### src/rtl/dmem_arbiter_pkg.sv
// Shared encodings and default limits for the data-memory arbiter.
package dmem_arbiter_pkg;

  localparam logic [1:0] OWN_IDLE = 2'd0;
  localparam logic [1:0] OWN_CPU  = 2'd1;
  localparam logic [1:0] OWN_DMA  = 2'd2;

  localparam int BURST_MAX_DEF = 4;
  localparam int MAX_WAIT_DEF  = 8;

endpackage

### src/rtl/arb_sat_counter.sv
// 4-bit counter with synchronous clear and increment that saturates at limit_i.
module arb_sat_counter (
  input  logic       clk,
  input  logic       rst,
  input  logic       clr_i,
  input  logic       inc_i,
  input  logic [3:0] limit_i,
  output logic [3:0] count_o
);

  logic [3:0] count_q, count_d;

  always_comb begin
    count_d = count_q;
    if (clr_i) begin
      count_d = 4'd0;
    end else if (inc_i && (count_q < limit_i)) begin
      count_d = count_q + 4'd1;
    end
  end

  always_ff @(posedge clk or posedge rst) begin
    if (rst) begin
      count_q <= 4'd0;
    end else begin
      count_q <= count_d;
    end
  end

  assign count_o = count_q;

endmodule

### src/rtl/dmem_arbiter.sv
// CPU/DMA arbiter for the single-port data memory: CPU priority, bounded DMA
// bursts and a starvation override. DMEM_ARB_PERF_EN adds stall/beat counters.
module dmem_arbiter
  import dmem_arbiter_pkg::*;
#(
  parameter int BURST_MAX = BURST_MAX_DEF,
  parameter int MAX_WAIT  = MAX_WAIT_DEF,
  parameter int AW        = 32
) (
  input  logic          clk,
  input  logic          rst,
  input  logic          cpu_req,
  input  logic          cpu_we,
  input  logic [AW-1:0] cpu_addr,
  input  logic [31:0]   cpu_wd,
  output logic [31:0]   cpu_rd,
  output logic          cpu_stall,
  input  logic          dma_req,
  input  logic          dma_we,
  input  logic [AW-1:0] dma_addr,
  input  logic [31:0]   dma_wd,
  output logic [31:0]   dma_rd,
  output logic          dma_gnt,
  output logic          mem_we,
  output logic [AW-1:0] mem_addr,
  output logic [31:0]   mem_wd,
  input  logic [31:0]   mem_rd
`ifdef DMEM_ARB_PERF_EN
  ,
  output logic [31:0]   perf_cpu_stall,
  output logic [31:0]   perf_dma_beats
`endif
);

  localparam logic [3:0] BURST_MAX_C = 4'(BURST_MAX);
  localparam logic [3:0] MAX_WAIT_C  = 4'(MAX_WAIT);

  logic [1:0] owner_q, owner_d;
  logic [3:0] burst_cnt_q, wait_cnt_q;
  logic       cpu_gnt, dma_sel;

  always_comb begin
    cpu_gnt = 1'b0;
    dma_sel = 1'b0;
    if (cpu_req && dma_req) begin
      // Starvation override first, then burst continuation, else CPU priority.
      if ((wait_cnt_q == MAX_WAIT_C) ||
          ((owner_q == OWN_DMA) && (burst_cnt_q < BURST_MAX_C))) begin
        dma_sel = 1'b1;
      end else begin
        cpu_gnt = 1'b1;
      end
    end else if (cpu_req) begin
      cpu_gnt = 1'b1;
    end else if (dma_req) begin
      dma_sel = 1'b1;
    end
  end

  always_comb begin
    owner_d = OWN_IDLE;
    if (dma_sel) begin
      owner_d = OWN_DMA;
    end else if (cpu_gnt) begin
      owner_d = OWN_CPU;
    end
  end

  assign mem_addr  = dma_sel ? dma_addr : cpu_addr;
  assign mem_wd    = dma_sel ? dma_wd : cpu_wd;
  assign mem_we    = dma_sel ? dma_we : (cpu_gnt & cpu_we);
  assign cpu_rd    = mem_rd;
  assign dma_rd    = mem_rd;
  assign cpu_stall = cpu_req & ~cpu_gnt;
  assign dma_gnt   = dma_sel;

  always_ff @(posedge clk or posedge rst) begin
    if (rst) begin
      owner_q <= OWN_IDLE;
    end else begin
      owner_q <= owner_d;
    end
  end

  // Uncontended DMA beats hold the burst count rather than growing it.
  arb_sat_counter u_burst_cnt (
    .clk     (clk),
    .rst     (rst),
    .clr_i   (~dma_sel),
    .inc_i   (dma_sel & cpu_req),
    .limit_i (4'd15),
    .count_o (burst_cnt_q)
  );

  arb_sat_counter u_wait_cnt (
    .clk     (clk),
    .rst     (rst),
    .clr_i   (~(dma_req & ~dma_sel)),
    .inc_i   (dma_req & ~dma_sel),
    .limit_i (MAX_WAIT_C),
    .count_o (wait_cnt_q)
  );

`ifdef DMEM_ARB_PERF_EN
  logic [31:0] perf_cpu_stall_q, perf_dma_beats_q;

  always_ff @(posedge clk or posedge rst) begin
    if (rst) begin
      perf_cpu_stall_q <= 32'd0;
      perf_dma_beats_q <= 32'd0;
    end else begin
      if (cpu_stall) perf_cpu_stall_q <= perf_cpu_stall_q + 32'd1;
      if (dma_sel)   perf_dma_beats_q <= perf_dma_beats_q + 32'd1;
    end
  end

  assign perf_cpu_stall = perf_cpu_stall_q;
  assign perf_dma_beats = perf_dma_beats_q;
`endif

endmodule

### config.mk
export PLATFORM = sky130hd
export DESIGN_NAME = dmem_arbiter
export DESIGN_NICKNAME = d
export VERILOG_FILES = /design/src/rtl/dmem_arbiter_pkg.sv /design/src/rtl/arb_sat_counter.sv /design/src/rtl/dmem_arbiter.sv
export SDC_FILE = /design/constraint.sdc
export NUM_CORES = 1
export LEC_CHECK = 0
export ABC_AREA = 1
export BUFFER_PORTS_ARGS = -buffer_cell sky130_fd_sc_hd__buf_2
export CAP_MARGIN = 20
export CELL_PAD_IN_SITES_DETAIL_PLACEMENT = 0
export CELL_PAD_IN_SITES_GLOBAL_PLACEMENT = 2
export CORE_UTILIZATION = 11
export CTS_CLUSTER_DIAMETER = 100
export DETAILED_ROUTE_END_ITERATION = 10
export GPL_ROUTABILITY_DRIVEN = 0
export PLACE_DENSITY_LB_ADDON = 0.12
export SYNTH_ARGS = -nofsm -noshare
export SYNTH_HDL_FRONTEND = slang
export SYNTH_SLANG_ARGS = --single-unit
### constraint.sdc
create_clock -name clk -period 2.2 [get_ports clk]
set_clock_uncertainty 0.15 [all_clocks]
set_input_delay 0.33 -clock clk [delete_from_list [all_inputs] [get_ports clk]]
set_output_delay 0.33 -clock clk [all_outputs]
set_load 0.05 [all_outputs]
Yosys cells after proc, flatten, opt, wreduce, memory -nomap -nowiden
Cells that the tools add are included.

Output and inout bits: 131. Logic and storage cells: 39. Register bits: 10.

$lt $le $gt $ge: 3. Muxes and demuxes: 16. Equal/unequal tests: 4. Reduce and logical (&&, ||, !) cells: 5. Bitwise gates (word level): 6. Add/subtract/negate cells: 2.

Operator list (number): 32-bit 2-to-1 mux (2); 4-bit 2-to-1 mux (4); 1-bit 2-to-1 mux (9); 4-bit by 1-bit adder with 4-bit output (second input constant) (2); 4-bit less-than comparator (second input constant) (2); 1-bit bitwise AND (4); 4-bit equality test (second input constant) (1); 1-bit logical AND (4); 4-bit by 3-bit less-than comparator with 1-bit output (second input constant) (1); 2-bit equality test (second input constant) (1); 2-bit 2-to-1 mux (1); 2-bit by 1-bit inequality test with 1-bit output (second input constant) (1); 2-bit inequality test (second input constant) (1); 1-bit NOT (2); 1-bit logical OR (1).

Longest topological paths before layout
Depth after elaboration: 10. Mapped depth: 10.

Modules after synthesis
Synthesis repeated with hierarchy kept, for this count alone.

Cell total of the unflattened synthesis: 399. Area, all modules: 2337.2 sq um.

Modules (own cells, without submodules): dmem_arbiter (instances 1, area an instance 1681.6 sq um, seq. area each 50.0 sq um, cells an instance 313); arb_sat_counter (instances 2, area an instance 327.8 sq um, seq. area each 100.1 sq um, cells an instance 43).

Worst setup path after synthesis
Ideal clock, no wire load.

Path type: register to output. From: register u_wait_cnt.count_q[0] (netlist: u_wait_cnt.count_o[0]). To: output port mem_wd[10]. Arrival time: 1665 ps. Buffers on the path: 2. Path slack: 55 ps. Cell stages (with the launch flop): 11. Required time: 1720 ps. Path through: dfrtp_1 inv_1 ha_1 nand3_1 nand2_2 nand2_2 nand2_2 buf_6 buf_6 nand2_1 nand2_1.

Word-level cells in the longest chain between the ends: 5.

Ends and longest elaborated chain: from (decl) (RTL line arb_sat_counter.sv:11) `logic [3:0] count_q, count_d;`; from (signal assigned) (RTL line arb_sat_counter.sv:26) `count_q <= count_d;`; 4-bit equality test (RTL line dmem_arbiter.sv:47) `if ((wait_cnt_q == MAX_WAIT_C) ||`; 1-bit logical OR (RTL line dmem_arbiter.sv:47); 1-bit 2-to-1 mux (RTL line dmem_arbiter.sv:47); 1-bit 2-to-1 mux (RTL line dmem_arbiter.sv:45) `if (cpu_req && dma_req) begin`; named net dma_gnt (RTL line dmem_arbiter.sv:23) `output logic dma_gnt,`; 32-bit 2-to-1 mux (RTL line dmem_arbiter.sv:70) `assign mem_wd = dma_sel ? dma_wd : cpu_wd;`; to (decl) (RTL line dmem_arbiter.sv:26) `output logic [31:0] mem_wd,`.

The timed path passes the listed nets, and every way through them passes these cells.

Final worst setup path
From: register u_wait_cnt.count_q[0] (netlist: u_wait_cnt.count_o[0]). To: output port mem_wd[12].

Word-level cells in the longest chain between the ends: 5.

Ends and longest elaborated chain (RTL line): 4-bit equality test (dmem_arbiter.sv:47); 1-bit logical OR (dmem_arbiter.sv:47); 1-bit 2-to-1 mux (dmem_arbiter.sv:47); 1-bit 2-to-1 mux (dmem_arbiter.sv:45); 32-bit 2-to-1 mux (dmem_arbiter.sv:70).

Every way passes these cells.

==> reports/qor.yml <==
pwr:
  intPower_uw: 934
  power.sequential.fraction: 0.111
  ir_drop_v: 0.000195
  powerDensity_nw_per_um2: 450
  pwr-share-comb: 0.681
  swShare: 0.455
  switching_power_uw: 779
  p_leak_uw: 0.00219
  clock_power_share: 0.208
sta:
  period_share: 1.02
  fin_hold_ws_ns: 0.201
  clock.fmax_mhz: 446
  worstMarginPinSlew_ns: 0.411
  fin_crit_ns: 2.24
  fin_ws_ns: -0.0444
  setup_violations: 31
  tns_ns: -0.577
  final-hold-violation-count: 0
  maxSlewViolCount: 0
  maxSlewHeadroom: 0.725
  rsz0062_at_grt: "yes"
place:
  place_inst: 694
  dpl.hpwl_um: 6020
  dpl_cell_area_um2: 2660
  io_buffers: 200
synth:
  yosysSeqAreaShare: 0.131
  ys_async_sr_fraction: 1.00
  synth_top_area_cell: "nand2_1"
  synth_edf_count: 0
  synth_warnings: 0
  avgSynthCellArea_um2: 5.56
  synthTopCellsByArea: "nand2_1 41%, buf_4 25%, dfrtp_1 13%, buf_6 8.3%, nand3_1 3.7%"
  synth_cell_types: 12
  synth_most_common_cell: "nand2_1"
  syn_inst: 343
  synth_top_flop_cell: "dfrtp_1"
  synthTopCellsByCount: "210 x nand2_1, 64 x buf_4, 14 x buf_6, 14 x nand3_1, 13 x inv_1"
  synth_top_area_share: 0.413
  netlist_area_um2: 1910
  synth-seq-cells: 10
  synthesis.nets: 512
route:
  routed_via_density: 3.48
  drt-pass1-iter-count: 4
  wirelength_um: 9260
  wl_per_cell_um: 12.9
  vias: 2491
  drt_iter0_drc: 40
  drc: 0
  ant_nets: 0
layout:
  num_antenna_cells: 0
  drive_above_1_share: 0.599
  areaGrowthSynthToFinish_pct: 99.4
  ff_latch_area_um2: 250
  n_fill_cell: 1967
  final_area_um2: 3800
  multiInputGateArea_um2: 1200
  fin_cells: 716
  nets: 666
floorplan:
  initial_core_util: 0.114
  ios: 297
  die_y_um: 134
  core_um2: 16800
  die_x_um: 134
  dieArea_um2: 17900
  rows: 47
status:
  violations: "negative setup slack"
  outcome: "complete, but fails checks"
flow_run:
  cap_violations: 0
setup_path:
  required_ns: 1.72
  criticalPathCategory: "reg -> out"
  cp-end-kind: "primary output"
  cp_max_fo: 6
  arrival_ns: 1.76
  start_kind: "flop"
worst_hold_path:
  hold_path.class: "in -> reg"
grt:
  grt_pass1_wl_um: 12600
  antenna_found_initial: 0
  grt-ovfl-total: 0
  grt_pass1_vias: 2372
  grt_max_degree: 29
  grt_usage: 0.0915
cts:
  cts.sink_count: 10
  clockRootBuffer: "clkbuf_16"
  clock_latency_ns: 0.23
  htree_levels: 1
  numCtsBuffers: 3
  path_clk_slew_ns: 0.04
  clockBufferDepth: 2
  cts_tree: "done"
per-layer routing:
metal / share of wire / global-route usage / routed length, um / vias up
met5: 0 / 0 / 0 / -
met4: 0.0033 / 0.0126 / 31 / 0
met3: 0.064 / 0.0160 / 593 / 8
met2: 0.55 / 0.183 / 5120 / 113
met1: 0.38 / 0.101 / 3510 / 1100
li1: - / - / - / 1270
stage by stage:
step	power, uW	worst slack, ns	utilization
global placement	1030	0.0393	0.159
CTS	1670	-0.101	0.214
floorplan	1080	0.0546	-
finish	1710	-0.0444	0.227
global route	1800	-0.143	0.227
detailed placement	1020	0.0401	0.159
sequential cells by signal (all words and copies together) (netlist names):
name                 cells
owner_q                  2
u_burst_cnt.count_o      4
u_wait_cnt.count_o       4
power by group through the flow:
stage,Clock (uW),Sequential [uW],Combinational (uW)
2_1_floorplan,0,193,890
4_1_cts,366,190,1120
5_1_grt,376,191,1230
3_5_place_dp,0,193,828
6_report,356,191,1170
3_3_place_gp,0,193,838
layout make-up:
cell class              instances  share of cell area
clock buffers                   4              0.0234
repair buffers                227               0.504
flip-flops and latches         10              0.0658
well taps                     220              0.0724
inverters                      14              0.0171
multi-input cells             241               0.317
worst max-delay path, stage by stage (launching register included):
cell and delay [ns]:
dfrtp_1 0.38, inv_2 0.08, ha_4 0.12, nand3_2 0.08, nand2_2 0.10, nand2_4 0.07, nand2_8 0.14, buf_12 0.14
clkbuf_16 0.16, nand2_2 0.05, nand2_2 0.06, buf_6 0.15
kinds of logic after synthesis:
logic type / share of synthesized area
flip-flops: 0.131
AO/OA/AOI/OAI: 0.0105
adder cells (fa/ha/maj): 0.0197
XOR/XNOR: 0.00459
AND/OR/NAND/NOR: 0.472
buffers and inverters: 0.362
path summary, 6_finish.rpt:
| path | start | endpoint | slack (ns) | cells after the start |
|---|---|---|---|---|
| max | u_wait_cnt.count_o[0] | mem_wd[12] | -0.04 | 11 |
| min | cpu_req | owner_q[0] | 0.20 | 3 |
| max reg2reg | u_wait_cnt.count_o[0] | u_burst_cnt.count_o[2] | 0.45 | 11 |
| min reg2reg | u_burst_cnt.count_o[1] | u_burst_cnt.count_o[1] | 0.39 | 2 |
| max in group asynchronous | rst | u_burst_cnt.count_o[0] | 1.13 | 3 |
| min in group asynchronous | rst | u_wait_cnt.count_o[2] | 0.48 | 3 |
layout by cell type, fill, tap and decap left out, types with 2 or more instances in the layout:
cell	instances
dfrtp_1	10
nand2_2	49
inv_1	11
buf_16	4
nand2_1	151
buf_4	11
inv_2	2
nand2_4	12
a21oi_1	4
buf_2	134
nand3_1	13
buf_8	21
ha_1	2
buf_12	5
clkbuf_16	7
buf_6	47
nor2_1	6
timing repair:
action,in CTS,in global routing
pin swaps,19,20
endpoints found under the hold margin,10,0
resized for setup,175,69
hold buffers,1,0
setup buffers,8,2
endpoints found under the setup margin,66,66
cloned,7,4
(Power assumes the default switching activity.)
